File: config.mk
export PLATFORM = sky130hd
export DESIGN_NAME = placement_sequencer
export DESIGN_NICKNAME = d
export VERILOG_FILES = /design/src/rtl/placement_sequencer.sv
export SDC_FILE = /design/constraint.sdc
export NUM_CORES = 1
export LEC_CHECK = 0
export ABC_AREA = 1
export CAP_MARGIN = 0
export CORE_AREA = 3 3 57 59
export CTS_CLUSTER_DIAMETER = 80
export DETAILED_ROUTE_END_ITERATION = 10
export DIE_AREA = 0 0 60 62
export PLACE_DENSITY_LB_ADDON = 0.05
export SLEW_MARGIN = 20
export SYNTH_ARGS = -nofsm -noshare
export SYNTH_HDL_FRONTEND = slang
export SYNTH_SLANG_ARGS = --single-unit
File: constraint.sdc
create_clock -name clk_i -period 3.4 [get_ports clk_i]
set_input_delay 1.02 -clock clk_i [delete_from_list [all_inputs] [get_ports clk_i]]
set_output_delay 1.02 -clock clk_i [all_outputs]
set_load 0.01 [all_outputs]
File: src/rtl/placement_sequencer.sv
// Stage-enable sequencer for the rectangle-placement datapath: clears the strip
// occupancy array, then runs 4-phase sample/read/write/output rounds until stopped or halted.
//
// state | meaning
// IDLE  | waiting for start_i, all enables low, counters hold their last values
// INIT  | clearing occupancy entries 0..NUM_STRIPS-1, one per cycle
// RUN   | placement rounds, phase 0..3 repeating
// DRAIN | finishing the current round after a stop or strike limit
module placement_sequencer #(
    parameter int NUM_STRIPS = 13,
    parameter int STRIKE_MAX = 15
) (
    input  logic       clk_i,
    input  logic       rst_i,
    input  logic       start_i,
    input  logic       stop_i,
    input  logic       in_valid_i,
    input  logic       strike_flag_i,
    output logic       sample_en_o,
    output logic       rd_en_o,
    output logic       wr_en_o,
    output logic       clr_o,
    output logic [3:0] clr_addr_o,
    output logic       out_en_o,
    output logic       out_valid_o,
    output logic       busy_o,
    output logic       halted_o,
    output logic [7:0] placed_cnt_o,
    output logic [3:0] strike_cnt_o
);

    localparam logic [3:0] LAST_ADDR    = 4'(NUM_STRIPS - 1);
    localparam logic [3:0] STRIKE_LIMIT = 4'(STRIKE_MAX);

    typedef enum logic [1:0] {
        IDLE  = 2'd0,
        INIT  = 2'd1,
        RUN   = 2'd2,
        DRAIN = 2'd3
    } state_t;

    state_t     state, state_next;
    logic [1:0] phase, phase_next;
    logic [3:0] clr_addr, clr_addr_next;
    logic       item_v, item_v_next;
    logic [7:0] placed_cnt, placed_cnt_next;
    logic [3:0] strike_cnt, strike_cnt_next;
    logic       halted, halted_next;
    logic       out_valid, out_valid_next;
    logic       limit_hit;

    always_ff @(posedge clk_i or negedge rst_i) begin
        if (!rst_i) begin
            state      <= IDLE;
            phase      <= 2'd0;
            clr_addr   <= 4'd0;
            item_v     <= 1'b0;
            placed_cnt <= 8'd0;
            strike_cnt <= 4'd0;
            halted     <= 1'b0;
            out_valid  <= 1'b0;
        end else begin
            state      <= state_next;
            phase      <= phase_next;
            clr_addr   <= clr_addr_next;
            item_v     <= item_v_next;
            placed_cnt <= placed_cnt_next;
            strike_cnt <= strike_cnt_next;
            halted     <= halted_next;
            out_valid  <= out_valid_next;
        end
    end

    assign limit_hit = (strike_cnt == STRIKE_LIMIT);

    always_comb begin
        state_next      = state;
        phase_next      = phase;
        clr_addr_next   = clr_addr;
        item_v_next     = item_v;
        placed_cnt_next = placed_cnt;
        strike_cnt_next = strike_cnt;
        halted_next     = halted;
        out_valid_next  = out_valid;
        sample_en_o     = 1'b0;
        rd_en_o         = 1'b0;
        wr_en_o         = 1'b0;
        clr_o           = 1'b0;
        out_en_o        = 1'b0;

        case (state)
            IDLE: begin
                phase_next = 2'd0;
                if (start_i) begin
                    state_next      = INIT;
                    clr_addr_next   = 4'd0;
                    placed_cnt_next = 8'd0;
                    strike_cnt_next = 4'd0;
                    halted_next     = 1'b0;
                end
            end

            INIT: begin
                wr_en_o = 1'b1;
                clr_o   = 1'b1;
                if (clr_addr == LAST_ADDR) begin
                    state_next    = RUN;
                    phase_next    = 2'd0;
                    clr_addr_next = 4'd0;
                end else begin
                    clr_addr_next = clr_addr + 4'd1;
                end
            end

            RUN, DRAIN: begin
                phase_next = phase + 2'd1;
                case (phase)
                    2'd0: begin
                        sample_en_o = 1'b1;
                        item_v_next = in_valid_i;
                    end
                    2'd1: rd_en_o = item_v;
                    2'd2: begin
                        // A strike suppresses the occupancy write but the round still outputs.
                        wr_en_o = item_v & ~strike_flag_i;
                        if (item_v && strike_flag_i) begin
                            if (strike_cnt < STRIKE_LIMIT)
                                strike_cnt_next = strike_cnt + 4'd1;
                            if (strike_cnt + 4'd1 == STRIKE_LIMIT)
                                halted_next = 1'b1;
                        end else if (item_v && placed_cnt != 8'hFF) begin
                            placed_cnt_next = placed_cnt + 8'd1;
                        end
                    end
                    default: begin
                        out_en_o       = item_v;
                        out_valid_next = item_v;
                    end
                endcase

                if (state == RUN) begin
                    if (stop_i || limit_hit)
                        state_next = (phase == 2'd3) ? IDLE : DRAIN;
                end else if (phase == 2'd3) begin
                    state_next = IDLE;
                end
            end

            default: state_next = IDLE;
        endcase
    end

    assign clr_addr_o   = clr_addr;
    assign out_valid_o  = out_valid;
    assign busy_o       = (state != IDLE);
    assign halted_o     = halted;
    assign placed_cnt_o = placed_cnt;
    assign strike_cnt_o = strike_cnt;

endmodule

==> reports/metrics.csv <==
metric,value,unit
cts.sinks,23,
start_util,56.0,%
htreeDepth,1,
grt_pass1_vias,1320,
maxSlewHeadroom,77.1,%
worst_path_max_delay_cell,clkdlybuf4s50_1,
final.fill_count,235,
first_iter_violations,100,
grt_pass1_wl,5.64,mm
hpwl,2.48,mm
end_kind,output port,
io_pins,30,
hold_path_depth,2,
cts_hold_buffers,0,
syn-instance-count,210,
drcViolationCount,0,
core-area,2760,um2
antenna_left,0,
antenna_cells,0,
final_layout_size_suffix_gt1_share,11.2,%
critPathLaunchType,input port,
status,completed,
synth.distinct_cells,28,
hold_viol_final,0,
dr.pass1.iters,4,
syn_avg_cell_area,7.35,um2
crit_arrival,1.89,ns
die_area,3720,um2
yosys-top-cells-area,"dfrtp_1 37%, nand2_1 18%, ha_1 8.1%, nor2_1 7.3%, nand2_4 5.1%",
rsz0062_at_grt,false,
synth_area_leader_cell,dfrtp_1,
leakage,0.000938,uW
tightest_slew,0.343,ns
nets,259,
reg2reg_to,placed_cnt_o[3],
crit_chain,clkdlybuf4s50_1 -> o31ai_1 -> dlymetal6s2s_1,
worstHoldStart,out_valid_o,
fmax,344,MHz
io_buffers,29,
min_period_over_period,85.6,%
cpLargestDelayFamily,buffers and inverters,
maxCapViolations,0,
vias_per_cell,5.19,
cp.required,2.38,ns
clk_pin_slew,0.13,ns
hold_class,reg2reg,
via_count,1418,
grt_usage,19.8,%
drt-wirelength-per-cell,12.0,um
area_growth,22.4,%
postCtsSetupRepairBufs,0,
crit_path_max_fanout,3,
die_width,60,um
seq_area_frac_synth,37.3,%
ff2ff_setup_slack,1.80,ns
finalClockSkew,0.0117,ns
rr_startpoint,placed_cnt_o[0],
ir_drop,0.000477,V
numCtsBuffers,3,
clockRootBuffer,clkbuf_4,
setup_viol,0,
rows,19,
fin_area,1890,um2
grt_overflow_total,0,
drt-total-wl,3.28,mm
cts_tree,built,
ys_ff_latch,23,
finalCriticalPeriod,2.91,ns
slew_viol_final,0,
yosys_warnings,0,
hold_end,out_valid_o,
power_density,740,nW/um2
grt_start_max_net_pins,24,
cts-resized-gates,0,
path_buf_inv,2,
clkLatencyLatePin,0.32,ns
synth.cell_area,1540,um2
clockBufferDepth,2,
place_congestion,0.879,
cpPeakStageDelay,0.44,ns
placed_cell_area,1860,um2
syn_nets,226,
critPathKind,in2out,
fin_tns_setup,0,ns
reg2regPathDepth,9,
fp.dieH,62,um
antenna_found_initial,0,
synth_top_area_share,37.3,%
worst reg2reg max path, cell delays in order, from the launching register on:
cell	delay [ns]
dfrtp_1	0.49
ha_1	0.27
nand2_1	0.11
nor2_1	0.15
nand2_1	0.07
nand2_1	0.13
nand2_4	0.10
nand2_4	0.11
nand2_1	0.06
nand2_1	0.06
worst max path at each step:
stage                        from  cells past startpoint      end  slack, ns
global placement    strike_flag_i                      3  wr_en_o       0.09
floorplan           strike_flag_i                      1  wr_en_o       0.99
global route        strike_flag_i                      3  wr_en_o       0.38
detailed placement  strike_flag_i                      3  wr_en_o       0.07
CTS                 strike_flag_i                      3  wr_en_o       0.07
finish              strike_flag_i                      3  wr_en_o       0.49
area by class of cell:
class | count | area, um2 | area share, %
clock buffers | 4 | 26.3 | 1.39
inverters | 22 | 93.8 | 4.97
multi-input cells | 162 | 847 | 44.8
flip-flops and latches | 23 | 576 | 30.5
well taps | 31 | 38.8 | 2.05
repair buffers | 31 | 308 | 16.3
per-stage QoR:
step	instances	util [%]	total power (uW)	setup slack (ns)	hold WS, ns
4_1_cts	273	68.4	1410	0.0702	0.525
5_1_grt	273	68.5	1540	0.383	0.559
3_5_place_dp	269	67.5	1280	0.0684	0.493
2_1_floorplan	210	-	1010	0.994	0.517
3_3_place_gp	269	67.5	1250	0.0935	0.471
6_report	273	68.5	1400	0.491	0.518
layout by cell type, fill, tap and decap left out, drive strengths merged:
cell type       n
nand2          81
nand3          13
inv            21
or2             1
ha             10
nor2           31
o21ai          12
a21oi           8
buf             2
o21a            1
dfrtp          23
nand3b          1
o31ai           1
clkdlybuf4s50  28
o21bai          1
nand4           2
clkinv          1
dlymetal6s2s    1
clkbuf          4
synth_stat cells, drive strengths merged:
master / instances
a21oi: 8
buf: 3
clkinv: 1
dfrtp: 23
ha: 10
inv: 21
nand2: 81
nand3: 13
nand3b: 1
nand4: 2
nor2: 31
o21a: 1
o21ai: 12
o21bai: 1
o31ai: 1
or2: 1
flip-flops by register name, indices dropped and copies added, names as in the netlist:
name	count
item_v	1
halted_o	1
placed_cnt_o	8
phase	2
out_valid_o	1
clr_addr_o	4
strike_cnt_o	4
state	2
routing by layer:
layer  track usage [%]  part of all wire, %  up-vias
li1                  -                    -      720
met1              26.6                   46      647
met2              31.8                   47       49
met3              3.51                  6.5        2
met4              7.91                 0.37        0
met5                 0                    0        -
power by group:
group / internal [uW] / switching (uW)
Clock: 45.9 / 84.0
Sequential: 353 / 114
Combinational: 335 / 466
Total: 734 / 664
logic make-up after synthesis:
group | count (synthesis) | synth area share [%]
AOI/OAI and AO/OA | 23 | 9.40
adders and majority gates | 10 | 8.10
buffers and inverters | 25 | 7.86
DFF | 23 | 37.3
and+or+nand+nor | 129 | 37.4
(Power assumes the default switching activity.)
